$ cat src/rtl/shf_pkg.sv
// Shared types for the iterative LC-3b SHF unit: FSM states, shift ops and the ir[5:4] decoder.
`default_nettype none

package shf_pkg;

  localparam int AMT_MAX = 15;

  typedef enum logic [1:0] {
    IDLE  = 2'd0,
    SHIFT = 2'd1,
    DONE  = 2'd2
  } state_t;

  typedef enum logic [1:0] {
    OP_LSHF  = 2'd0,
    OP_RSHFL = 2'd1,
    OP_RSHFA = 2'd2
  } op_t;

  // ir[5] only distinguishes the two right shifts; with ir[4]=0 it is a don't-care.
  function automatic op_t decode_op(input logic [1:0] f);
    op_t op;
    case (f)
      2'b01:   op = OP_RSHFL;
      2'b11:   op = OP_RSHFA;
      default: op = OP_LSHF;
    endcase
    return op;
  endfunction

endpackage

`default_nettype wire

$ cat src/rtl/shf_step.sv
// Combinational single shift step of 1 or 4 bit positions for the iterative SHF unit.
`default_nettype none

module shf_step
  import shf_pkg::*;
#(
  parameter int WIDTH = 16
) (
  input  logic [WIDTH-1:0] value,
  input  op_t              op,
  input  logic             step4,
  output logic [WIDTH-1:0] stepped
);

  always_comb begin
    stepped = value;
    case (op)
      OP_LSHF:  stepped = step4 ? (value << 4) : (value << 1);
      OP_RSHFL: stepped = step4 ? (value >> 4) : (value >> 1);
      OP_RSHFA: stepped = step4 ? WIDTH'($signed(value) >>> 4)
                                : WIDTH'($signed(value) >>> 1);
      default:  stepped = value;
    endcase
  end

endmodule

`default_nettype wire

$ cat src/rtl/shf_iter.sv
// Multi-cycle LC-3b SHF unit (LSHF/RSHFL/RSHFA) with valid/ready handshakes.
// Define SHF_STEP4_EN to let a SHIFT cycle advance 4 bits while the remaining count is >= 4.
`default_nettype none

module shf_iter
  import shf_pkg::*;
#(
  parameter int WIDTH = 16,
  parameter int CNT_W = 4
) (
  input  logic             clk,
  input  logic             rst_n,
  input  logic             in_valid,
  output logic             in_ready,
  input  logic [WIDTH-1:0] a,
  input  logic [5:0]       ir,
  output logic             out_valid,
  input  logic             out_ready,
  output logic [WIDTH-1:0] result,
  output logic             busy
);

  state_t             state_q, state_d;
  op_t                op_q, op_d;
  logic [WIDTH-1:0]   val_q, val_d;
  logic [CNT_W-1:0]   cnt_q, cnt_d;
  logic [CNT_W-1:0]   amount;
  logic               step4;
  logic [WIDTH-1:0]   stepped;

  assign amount = ir[CNT_W-1:0];

`ifdef SHF_STEP4_EN
  assign step4 = (cnt_q >= CNT_W'(4));
`else
  assign step4 = 1'b0;
`endif

  shf_step #(.WIDTH(WIDTH)) u_step (
    .value   (val_q),
    .op      (op_q),
    .step4   (step4),
    .stepped (stepped)
  );

  always_comb begin
    state_d = state_q;
    op_d    = op_q;
    val_d   = val_q;
    cnt_d   = cnt_q;
    case (state_q)
      IDLE: begin
        if (in_valid) begin
          val_d   = a;
          op_d    = decode_op(ir[5:4]);
          cnt_d   = amount;
          state_d = (amount == '0) ? DONE : SHIFT;
        end
      end
      SHIFT: begin
        val_d = stepped;
        cnt_d = cnt_q - (step4 ? CNT_W'(4) : CNT_W'(1));
        if (cnt_d == '0) state_d = DONE;
      end
      DONE: begin
        // Return to IDLE only; a new request is taken on a later cycle.
        if (out_ready) state_d = IDLE;
      end
      default: state_d = IDLE;
    endcase
  end

  always_ff @(posedge clk or negedge rst_n) begin
    if (!rst_n) begin
      state_q <= IDLE;
      op_q    <= OP_LSHF;
      val_q   <= '0;
      cnt_q   <= '0;
    end else begin
      state_q <= state_d;
      op_q    <= op_d;
      val_q   <= val_d;
      cnt_q   <= cnt_d;
    end
  end

  assign in_ready  = (state_q == IDLE);
  assign out_valid = (state_q == DONE);
  assign busy      = (state_q != IDLE);
  assign result    = val_q;

endmodule

`default_nettype wire

$ cat config.mk
export PLATFORM = sky130hd
export DESIGN_NAME = shf_iter
export DESIGN_NICKNAME = d
export VERILOG_FILES = /design/src/rtl/shf_pkg.sv /design/src/rtl/shf_step.sv /design/src/rtl/shf_iter.sv
export SDC_FILE = /design/constraint.sdc
export NUM_CORES = 1
export LEC_CHECK = 0
export CAP_MARGIN = 25
export CORE_UTILIZATION = 35
export DETAILED_ROUTE_END_ITERATION = 7
export GPL_ROUTABILITY_DRIVEN = 0
export HOLD_SLACK_MARGIN = 0.08
export SLEW_MARGIN = 20
export SYNTH_ARGS = -nofsm -noshare
export SYNTH_HDL_FRONTEND = slang
export SYNTH_SLANG_ARGS = --single-unit
$ cat constraint.sdc
create_clock -name clk -period 4.1 [get_ports clk]
set_input_delay 1.025 -clock clk [delete_from_list [all_inputs] [get_ports clk]]
set_output_delay 1.025 -clock clk [all_outputs]
set_load 0.005 [all_outputs]
## Yosys cells after proc, flatten, opt, wreduce, memory -nomap -nowiden

Cells that the tools add are included.

| cells by class | value |
|---|---|
| reductions and logical operators | 11 |
| mux-type cells | 11 |
| equal/unequal tests | 12 |
| $add $sub $neg | 1 |

Operators with widths:

| kind | count |
|---|---|
| 16-bit case mux with 3 select lines | 1 |
| 16-bit case mux with 2 select lines | 1 |
| 16-bit two-way mux | 1 |
| 4-bit zero test | 2 |
| 2-bit two-way mux | 4 |
| 4-bit case mux with 2 select lines | 1 |
| 2-bit by 1-bit equality test with 1-bit output (second input constant) | 3 |
| 2-bit equality test (second input constant) | 3 |
| 2-bit != test (second input constant) | 3 |
| 2-bit case mux with 3 select lines | 1 |
| 3-bit AND reduction | 2 |
| 2-bit zero test | 2 |
| 4-bit two-way mux | 1 |
| 4-bit by 1-bit != test with 1-bit output (second input constant) | 1 |
| 2-bit case mux with 2 select lines | 1 |
| 2-bit AND reduction | 2 |
| 4-bit AND reduction | 1 |
| 2-bit nonzero test | 2 |
| 4-bit by 1-bit subtractor with 4-bit output (second input constant) | 1 |
| 3-bit by 1-bit != test with 1-bit output (second input constant) | 1 |
| 2-bit by 1-bit != test with 1-bit output (second input constant) | 1 |

| word-level totals | value |
|---|---|
| input port bits | 26 |
| bits in registers | 24 |

## Depth between registers and ports, before layout

Gate-level depths: netlist (run 1).

| logic depth | value |
|---|---|
| depth after elaboration | 4 |
| depth in mapped cells | 7 |
| depth with buffers taken out | 6 |

## Cells and area by module

Synthesis (run 1) repeated with hierarchy kept, for this count alone.

| unflattened totals | value |
|---|---|
| cells, all modules | 210 |
| area, all modules | 1,959.4 sq um |

By module, submodules not included:

| module | sequential area each (sq um) | cells an instance | times used | area an instance (sq um) |
|---|---|---|---|---|
| shf_iter | 600.6 | 125 | 1 | 1,281.2 |
| shf_step | 0.0 | 85 | 1 | 678.2 |

## Worst setup path before layout (run 1)

OpenSTA, ideal clock, no wires.

| path | value |
|---|---|
| path type | input to register |
| from | input port ir[2] |
| to | register state_q[1] |
| data required time | 4.021 ns |
| path slack | 2.203 ns |
| path buffers | 0 |
| arrival time | 1.818 ns |
| stages | 3 |
| cells stage by stage | or4_1 a2bb2oi_1 a2bb2oi_1 |

| between the ends | value |
|---|---|
| cells in the longest elaborated chain, start to end | 4 |

Ends and longest elaborated chain:

| what | line | text |
|---|---|---|
| start, declared | shf_iter.sv:16 | `input logic [5:0] ir,` |
| 4-bit zero test | shf_iter.sv:57 | `state_d = (amount == '0) ? DONE : SHIFT;` |
| 2-bit two-way mux | shf_iter.sv:57 |  |
| 2-bit two-way mux | shf_iter.sv:53 | `if (in_valid) begin` |
| 2-bit case mux with 3 select lines | shf_iter.sv:51 | `case (state_q)` |
| end signal, assigned | shf_iter.sv:80 | `state_q <= state_d;` |
| end, declared | shf_iter.sv:23 | `state_t state_q, state_d;` |

No other way between the ends. The select of a mux whose other input is x is not followed.
A chain may end at the register's enable or synchronous reset.

## Final worst setup path (run 1)

| path | value |
|---|---|
| from | register state_q[1] |
| to | output port in_ready |

| between the ends | value |
|---|---|
| cells in the longest elaborated chain, start to end | 1 |

Ends and longest elaborated chain:

| what | line | text |
|---|---|---|
| 2-bit zero test | shf_iter.sv:87 | `assign in_ready = (state_q == IDLE);` |
| end, declared | shf_iter.sv:14 | `output logic in_ready,` |

No other way between the ends.

==> results of run 1 <==
[metal layers]
layer  vias to the layer above  GRT usage, %
met4                         0          10.1
met2                        44          26.7
met5                         -             0
met1                       644          26.1
li1                        648             -
met3                         7          2.26
[how the worst max path moves through the flow]
stage | from | end | slack, ns | cells after the start
after floorplan | ir[2] | state_q[1] | 2.20 | 3
after global placement | in_valid | result[4] | 1.60 | 5
after detailed placement | in_valid | result[8] | 1.53 | 5
after CTS | state_q[1] | in_ready | 1.44 | 2
after global routing | state_q[1] | in_ready | 1.40 | 2
final | state_q[1] | in_ready | 1.45 | 2
[worst register-to-register path: stages, from the launching register on]
cell and delay (ns):
dfrtp_1 0.38, inv_1 0.07, ha_1 0.30, inv_2 0.23
nor2_1 0.16, buf_4 0.21, a221oi_1 0.27, o21ai_1 0.11
[registers in the layout, indices dropped and copies added (netlist names)]
register / count
op_q: 2
state_q: 2
result: 16
cnt_q: 4
[Yosys cell counts, drive strengths merged]
master   count  area, µm²
a21o         1       7.51
a21oi        3       26.3
a221oi      14        123
a2bb2oi      2       17.5
a311oi       1       8.76
a31oi        4       25.0
a32oi        1       8.76
and2         1       6.26
and2b        1       10.0
buf          9       75.1
clkbuf       1       3.75
dfrtp       24        601
ha           5       62.6
inv          8       32.5
mux2         1       11.3
nand2       23       86.3
nand2b       2       12.5
nand3        1       5.00
nor2        10       45.0
nor2b        1       6.26
nor3         1       5.00
nor3b        1       7.51
o21ai       34        170
o21bai       1       18.8
o22ai        2       12.5
o2bb2ai      1       8.76
or4          1       7.51
xnor2        2       17.5
[cells by family after synthesis]
| logic type | count (synthesis) |
|---|---|
| compound gates | 64 |
| simple gates | 42 |
| flops | 24 |
| buf+inv | 18 |
| fa+ha+maj | 5 |
| xor+xnor | 2 |
| mux | 1 |
[cells in the final DEF, fill, tap and decap left out, types with 3 or more instances in the layout]
master	count
clkdlybuf4s50_1	44
nor2_1	9
a31oi_1	4
a221oi_1	14
o21ai_1	18
ha_1	5
inv_1	6
nand2_1	23
clkbuf_8	3
dfrtp_1	24
o21ai_0	16
[metrics by stage]
stage	power, mW	cell area [µm²]	setup WS, ns	util, %
2_1_floorplan	1.31	1420	2.20	-
3_3_place_gp	1.59	1840	1.60	48.9
3_5_place_dp	1.62	1860	1.53	49.3
4_1_cts	1.77	1900	1.44	50.4
5_1_grt	1.94	1910	1.40	50.6
6_report	1.77	1910	1.45	50.6
[final cells by class]
type	instances	share of cell area, %
well taps	48	3.15
repair buffers	46	24.3
flip-flops and latches	24	31.5
clock buffers	3	2.17
inverters	8	1.71
multi-input cells	114	37.2
[power breakdown]
part	total, mW	internal [mW]	switching (mW)
Clock	0.141	0.0658	0.0752
Combinational	1.12	0.530	0.595
Sequential	0.508	0.370	0.138
==> metrics.md, run 1 <==
| Metric | Value |
|---|---|
| Tmin final | about 2.7 ns |
| Initial Utilization | 37.7% |
| VDD IR max | around 0.00036 V |
| Maximum capacitance violations | 0 |
| Post-CTS resize count | 0 |
| Total wire length | approximately 3600 µm |
| Clock skew | 0.00126 ns |
| H-tree levels | 1 |
| Synth Warn # | 0 |
| Highest routed layer | met4 |
| ANT cells | 0 |
| CTS tree | built |
| Required @ worst endpoint | slightly above 3 ns |
| Met2 routed WL | about 1700 µm |
| Crit path max fanout | 11 |
| Count of input and output buffers | 44 |
| Buf+Inv Stages, Crit Path | 1 |
| Layout cell share with drive strength beyond 1 | roughly 6.2% |
| Chip Height | 65.7 µm |
| Initial antenna violation count | 0 |
| Die Area | around 0.0043 mm² |
| Slew @ Worst Pin | 0.674 ns |
| Area of the multi-input gates | slightly above 700 µm² |
| Syn-to-layout area delta | 34.2% |
| Type of destination of the critical path | primary output |
| Hold_ws | around 0.53 ns |
| GRT overflow | 0 |
| Vias in the first global route | ~1.3k |
| CP max stage cell | clkdlybuf4s50_1 |
| Max incr delay on CP | between 0.5 and 0.6 ns |
| Post-synth cell types | 35 |
| Cells after Synth | approximately 160 |
| Placed Instances | roughly 240 |
| Largest family of logic cells by synthesized area | compound AO/OA/AOI/OAI gates |
| Mux share of post-synthesis cell area | less than 1% |
| Post-route setup TNS | 0 ns |
| Adder and majority cell fraction of the synthesized area | 4.40% |
| Worst hold path startpoint | op_q[0] |
| R2R Path Start | op_q[0] |
| R2R depth | 7 |
| Gr usage total | 18.3% |
| Post CTS Setup Buffer Count | 0 |
| Nets | approximately 230 |
| Dpl hpwl | 2640 µm |
| Syn Nets | roughly 190 |
| Register Area | about 600 µm² |
| Slew margin rel. | between 50% and 60% |
| Avg Synthesized Cell Area | between 9 and 10 µm² |
| CTS sink cnt | 24 |
| Tcrit/Tclk final | roughly 65% |
| Worst Hold End | op_q[0] |
| # IOs | 45 |
| Final hold vios | 0 |
| Largest net degree at the start of global routing | 19 |
| Fmax | between 300 and 400 MHz |
| #FFs+latches synth | 24 |
| Hold Buf Count CTS | 0 |
| Post-Synth Simple-Gate Area | a little over an eighth |
| Clk_lat worst skew | 0.27 ns |
| Metal3 WL | about 140 µm |
| Post-Syn Area | ~0.0014 mm² |
| Core ar. | between 0.003 and 0.004 mm² |
| Die width | about 66 µm |
| Sequential area share after synthesis | 42.3% |
| Met1 wire length | about 1700 µm |
| Wire per inst | 15.0 µm |
| Setup crit start kind | register |
| Initial DRC count | 81 |
| First-pass detailed-route iteration total | 4 |
| Outcome | completed |
| DRC | 0 |
| Critical path's top delay family | buffers and inverters |
| Post-Layout Cell Count | roughly 240 |
| Clock tree buffer depth | 2 |
| ANT nets after route | 0 |
| Leak | between 0.7 and 0.8 nW |
| WHS Path Cells | 2 |
| Final Setup Violations | 0 |
| Fillers | about 330 |
| RSZ-0062 raised after global routing | false |
| Critical-path cell list | nor2_1, clkdlybuf4s50_1 |
| Clock-pin slew on the worst setup and hold paths | 0.08 ns |
| Xor-xnor portion of the synthesized cell area | around 1.2% |
| Register-to-register setup slack | 2.26 ns |
| # rows | 22 |
| Routed via count | around 1.3k |
| CP Data Arrival Time | between 1.5 and 2 ns |
| Reg2Reg Capture Point | result[1] |
| Crit Path Class | reg2out |
| TritonCTS Buffers | 3 |
| Via-to-Cell Ratio | about 5.5 |
| Synth Area in Compound Gates | between 30 and 40% |
| First-pass GRT wire length | 6020 µm |
| Max Slew Vio Count | 0 |
| Clk root buf | clkbuf_8 |
| Worst hold path type | reg2reg |
| Pwr dens | 930 mW/mm² |
Power figures use the tool's default switching activity.
==> run 2: changes to the inputs <==
==> constraint.sdc (replaced) <==
create_clock -name clk -period 2.75 [get_ports clk]
set_input_delay 0.6875 -clock clk [delete_from_list [all_inputs] [get_ports clk]]
set_output_delay 0.6875 -clock clk [all_outputs]
set_load 0.005 [all_outputs]
==> run 2 against run 1 <==
Register-to-register slack got worse by 1.6 ns. Final cell count stayed put. Global-route usage shrank 0.17 points. Clock-buffer cell count up 1. Core utilization barely moved. Clock skew rose by 0.0089 ns. Sequential power is 50% higher. Critical path type unchanged. Largest cell class unchanged.
==> metrics.md, run 2 (synthesis gave the netlist of run 1 again) <==
| Metric | Value |
|---|---|
| Crit path max fanout | 11 (unchanged) |
| RSZ-0062 raised after global routing | false |
| CTS tree | built |
| Layout Cell Area excl Fill | 0.00191 mm² (about the same) |
| Final hold vios | 0 (unchanged) |
| Clock skew | 0.0101 ns (+0.00885 ns) |
| Hold_ws | 0.543 ns (+0.0171 ns) |
| Core ar. | 0.00377 mm² (unchanged) |
| Largest register FFs | 16 (unchanged) |
| Initial antenna violation count | 0 (unchanged) |
| Routed via count | 1348 (+0.37%) |
| Clock tree buffer depth | 2 (unchanged) |
| DRC | 0 (unchanged) |
| First-pass detailed-route iteration total | 4 (unchanged) |
| Die Area | 0.00432 mm² (unchanged) |
| GRT overflow | 0 (unchanged) |
| # rows | 22 (unchanged) |
| Hold Buf Count CTS | 0 (unchanged) |
| Power share of the clock group | 9.1% (+1.2 points) |
| Clock-pin slew on the worst setup and hold paths | 0.09 ns (about the same) |
| Tcrit/Tclk final | ~85% |
| Sequential share of power | 28.7% (about the same) |
| Slew margin rel. | 35.0% (-20 points) |
| Pwr dens | 1390 mW/mm² (+50%) |
| Dpl hpwl | 2570 µm (-2.6%) |
| Max incr delay on CP | 0.55 ns (about the same) |
| Nets | 227 (-0.44%) |
| ANT cells | 0 (unchanged) |
| CP max stage cell | clkdlybuf4s50_1 |
| Worst hold path type | reg2reg |
| Setup crit start kind | register |
| Maximum capacitance violations | 0 (unchanged) |
| Largest net degree at the start of global routing | 25 (+6) |
| Post-CTS resize count | 0 (unchanged) |
| Clk root buf | clkbuf_8 |
| CP Data Arrival Time | 1.64 ns (about the same) |
| VDD IR max | 0.000633 V (+75%) |
| Slew @ Worst Pin | 0.972 ns (+0.298 ns) |
| Chip Height | 65.7 µm (unchanged) |
| Fmax | roughly 430 MHz |
| Total wire length | 3630 µm (-0.47%) |
| Outcome | completed |
| ANT nets after route | 0 (unchanged) |
| TritonCTS Buffers | 3 (unchanged) |
| Required @ worst endpoint | 2.06 ns (-1.01 ns) |
| Type of destination of the critical path | primary output |
| Switching part of the total power | 45.0% (-0.51 points) |
| Commonest cells after routing, fill and taps aside | clkdlybuf4s50_1, dfrtp_1, nand2_1 |
| Gr usage total | 18.2% (-0.17 points) |
| Post-route setup TNS | 0 ns (unchanged) |
| Vias in the first global route | 1324 (+1.5%) |
| Commonest non-fill, non-tap cell in the layout | clkdlybuf4s50_1 |
| Crit Path Class | reg2out |
| Layout cell share with drive strength beyond 1 | 6.15% (unchanged) |
| Die width | 65.7 µm (unchanged) |
| H-tree levels | 1 (unchanged) |
| Critical-path cell list | nor2_1, clkdlybuf4s50_1 |
| Initial Utilization | 37.7% (unchanged) |
| Switching Power | 1.19 mW (+48%) |
| # IOs | 45 (unchanged) |
| Tmin final | approximately 2.3 ns |
| Leak | 0.759 nW (about the same) |
| Final Setup Violations | 0 (unchanged) |
| Clk_lat worst skew | 0.27 ns (about the same) |
| Count of input and output buffers | 44 (unchanged) |
| Initial DRC count | 109 (+35%) |
| Via-to-Cell Ratio | 5.55 (+0.37%) |
| CTS sink cnt | 24 (unchanged) |
| Wire per inst | 14.9 µm (-0.47%) |
| Area after DPL | 0.00185 mm² (-0.40%) |
| Int Pwr | 1.46 mW (+51%) |
| Syn-to-layout area delta | 34.1% (about the same) |
| Combinational share of power | 62.2% (-1.2 points) |
| Max Slew Vio Count | 0 (unchanged) |
| Post CTS Setup Buffer Count | 0 (unchanged) |
| Final core occ | 50.5% (about the same) |
| First-pass GRT wire length | 6050 µm (+0.46%) |
## run 2: power by group through the flow
| stage | clock, mW | sequential, mW | combinational (mW) |
|---|---|---|---|
| 2_1_floorplan | 0 | 0.700 | 1.25 |
| 5_1_grt | 0.262 | 0.788 | 1.87 |
| 6_report | 0.243 | 0.761 | 1.65 |
| 3_5_place_dp | 0 | 0.766 | 1.65 |
| 4_1_cts | 0.247 | 0.759 | 1.66 |
| 3_3_place_gp | 0 | 0.759 | 1.61 |
## run 2: worst paths after layout
check                            from    endpoint  slack, ns  cells after the start
min in group asynchronous       rst_n  state_q[1]       0.77                      2
setup / recovery           state_q[1]    in_ready       0.42                      2
hold reg to reg              cnt_q[3]    cnt_q[3]       0.54                      2
max in group asynchronous       rst_n  result[12]       1.72                      2
setup reg to reg              op_q[0]   result[5]       0.65                      6
hold / removal               cnt_q[3]    cnt_q[3]       0.54                      2
## run 2: cell type report
| cell class | instances | area, µm² |
|---|---|---|
| flip-flops and latches | 24 | 601 |
| well taps | 48 | 60.1 |
| clock buffers | 4 | 55.1 |
| fillers | 337 | 1870 |
| multi-input cells | 114 | 709 |
| repair buffers | 45 | 448 |
| inverters | 8 | 32.5 |
## run 2: worst max-delay path, delay by kind of cell, from the launching register on
kind / cells / cell delay, ns
simple gates: 1 / 0.28
flops: 1 / 0.53
buf+inv: 1 / 0.55
## run 2: per-layer routing
metal / vias up / routed length [µm] / global-route usage, %
li1: 648 / - / -
met1: 651 / 1710 / 25.7
met2: 45 / 1690 / 26.3
met3: 4 / 186 / 3.82
met4: 0 / 46 / 8.15
met5: - / 0 / 0
## run 2: metrics by stage
stage / total power [mW] / instances / setup slack [ns]
6_report: 2.65 / 243 / 0.424
5_1_grt: 2.91 / 243 / 0.342
3_3_place_gp: 2.37 / 239 / 0.582
4_1_cts: 2.67 / 243 / 0.411
3_5_place_dp: 2.41 / 239 / 0.481
2_1_floorplan: 1.95 / 156 / 1.19
==> run 3: changes to the inputs <==
==> constraint.sdc (replaced) <==
create_clock -name clk -period 2.3 [get_ports clk]
set_input_delay 0.575 -clock clk [delete_from_list [all_inputs] [get_ports clk]]
set_output_delay 0.575 -clock clk [all_outputs]
set_load 0.005 [all_outputs]
==> run 3 against run 2 <==
Routed wire length rose by 2.7%. Hold slack worse by 0.011 ns. Core utilization is 0.37 points lower. Clock-buffer cell count fell by 1. Highest routed layer unchanged.
==> metrics.md, run 3 (synthesis gave the netlist of run 1 again) <==
| Metric | Value |
|---|---|
| Worst hold path type | reg2reg |
| Sequential share of power | 29.0% (+0.3 points) |
| Grt met2 use | 26.7% (+0.38 points) |
| Slew margin rel. | 33.3% (-1.7 points) |
| Initial Utilization | 37.7% (unchanged) |
| Initial antenna violation count | 0 (unchanged) |
| Nets | 227 (unchanged) |
| Initial DRC count | 94 (-14%) |
| Wire per inst | 15.4 µm (+3.1%) |
| Fmax | 448 MHz |
| Post-Layout Cell Count | 242 (-0.41%) |
| DRC | 0 (unchanged) |
| Vias in the first global route | 1264 (-4.5%) |
| First-pass detailed-route iteration total | 4 (unchanged) |
| Post-place setup slack | 0.145 ns (-0.336 ns) |
| TritonCTS Buffers | 3 (unchanged) |
| GRT overflow | 0 (unchanged) |
| Dpl hpwl | 2600 µm (+1.3%) |
| # rows | 22 (unchanged) |
| Crit path max fanout | 11 (unchanged) |
| Routed via count | 1350 (+0.15%) |
| Clk_lat worst skew | 0.27 ns (about the same) |
| First-pass GRT wire length | 5950 µm (-1.7%) |
| Combinational share of power | 63.0% (+0.8 points) |
| Largest net degree at the start of global routing | 25 (unchanged) |
| Placed Instances | 239 (unchanged) |
| CTS tree | built |
| Count of input and output buffers | 44 (unchanged) |
| CP Data Arrival Time | 1.66 ns (+0.02 ns) |
| Crit Path Class | reg2out |
| Total wire length | 3730 µm (+2.7%) |
| Via-to-Cell Ratio | 5.58 (+0.56%) |
| Outcome | completed |
| Layout cell share with drive strength beyond 1 | 5.67% (-0.48 points) |
| Hold Buf Count CTS | 0 (unchanged) |
| Clk root buf | clkbuf_8 |
| Leak | 0.752 nW (-0.95%) |
| Clock-pin slew on the worst setup and hold paths | 0.08 ns (about the same) |
| Max Slew Vio Count | 0 (unchanged) |
| Setup crit start kind | register |
| Pwr dens | 1670 mW/mm² (+20%) |
| Largest register FFs | 16 (unchanged) |
| ANT nets after route | 0 (unchanged) |
| Fillers | 338 (+0.30%) |
| Final hold vios | 0 (unchanged) |
| Core ar. | 0.00377 mm² (unchanged) |
| Clock skew | 0.00655 ns (-0.00357 ns) |
| Tmin final | between 2 and 2.5 ns |
| Chip Height | 65.7 µm (unchanged) |
| Commonest non-fill, non-tap cell in the layout | clkdlybuf4s50_1 |
| Final Total Pwr | 3.15 mW (+19%) |
| Commonest cells after routing, fill and taps aside | clkdlybuf4s50_1, dfrtp_1, nand2_1 |
| Switching part of the total power | 45.8% (+0.78 points) |
| ANT cells | 0 (unchanged) |
| Power share of the clock group | 8.0% (-1.1 points) |
| Int Pwr | 1.71 mW (+17%) |
| Maximum capacitance violations | 0 (unchanged) |
| Final core occ | 50.2% (-0.37 points) |
| Area after DPL | 0.00185 mm² (unchanged) |
| Post CTS Setup Buffer Count | 0 (unchanged) |
| Clock tree buffer depth | 2 (unchanged) |
| Hold_ws | 0.532 ns (-0.0110 ns) |
| Slew @ Worst Pin | 0.997 ns (+0.0254 ns) |
| CTS sink cnt | 24 (unchanged) |
| Top Usage Layer GRT | met2 |
| Final Setup Violations | 0 (unchanged) |
| Required @ worst endpoint | 1.73 ns (-0.33 ns) |
| VDD IR max | 0.000640 V (+1.1%) |
| Die width | 65.7 µm (unchanged) |
| Die Area | 0.00432 mm² (unchanged) |
| GRT met3 Usage | 2.26% (-1.6 points) |
| Switching Power | 1.44 mW (+21%) |
| Met1 global-route usage | 26.1% (+0.43 points) |
| RSZ-0062 raised after global routing | false |
| Final Worst Setup Slack | 0.0673 ns (-0.356 ns) |
| Tcrit/Tclk final | a little over nine tenths |
| Gr usage total | 18.0% (-0.22 points) |
| Post-CTS resize count | 0 (unchanged) |
| Type of destination of the critical path | primary output |
| # IOs | 45 (unchanged) |
| Post-route setup TNS | 0 ns (unchanged) |
| Layout Cell Area excl Fill | 0.00189 mm² (-0.72%) |
| H-tree levels | 1 (unchanged) |
| Syn-to-layout area delta | 33.1% |
==> run 3: cell count changes in the layout (fill, tap and decap cells not counted) <==
| cell | delta |
|---|---|
| clkbuf_8 | -1 |
==> run 3: worst max-delay path, stage by stage (launching register included) <==
cell	delay [ns]
dfrtp_1	0.54
nor2_1	0.30
clkdlybuf4s50_1	0.56
==> run 3: worst paths after layout <==
kind	slack [ns]	from	cells past startpoint	endpoint
max	0.07	state_q[1]	2	in_ready
min	0.53	op_q[0]	2	op_q[0]
min in group asynchronous	0.66	rst_n	2	result[4]
max in group asynchronous	1.39	rst_n	2	state_q[0]
min reg2reg	0.53	op_q[0]	2	op_q[0]
max reg2reg	0.19	op_q[0]	6	result[5]
==> run 3: power by group through the flow <==
stage / clock [mW] / sequential (mW) / combinational, mW
finish: 0.254 / 0.913 / 1.98
global route: 0.273 / 0.939 / 2.22
CTS: 0.253 / 0.908 / 1.98
detailed placement: 0 / 0.917 / 1.97
global placement: 0 / 0.907 / 1.93
floorplan: 0 / 0.837 / 1.49
==> run 3: layout make-up <==
type | count | area [µm²] | share of cell area, %
clock buffer | 3 | 41.3 | 2.18
inverter | 8 | 32.5 | 1.72
multi-input combinational | 114 | 709 | 37.5
sequential | 24 | 601 | 31.7
tap | 48 | 60.1 | 3.17
timing repair buffer | 45 | 448 | 23.7
==> run 3: metal layers <==
metal | vias to the layer above | routed length, µm
met5 | - | 0
met4 | 0 | 45
met3 | 4 | 147
met2 | 34 | 1770
met1 | 663 | 1760
li1 | 649 | -
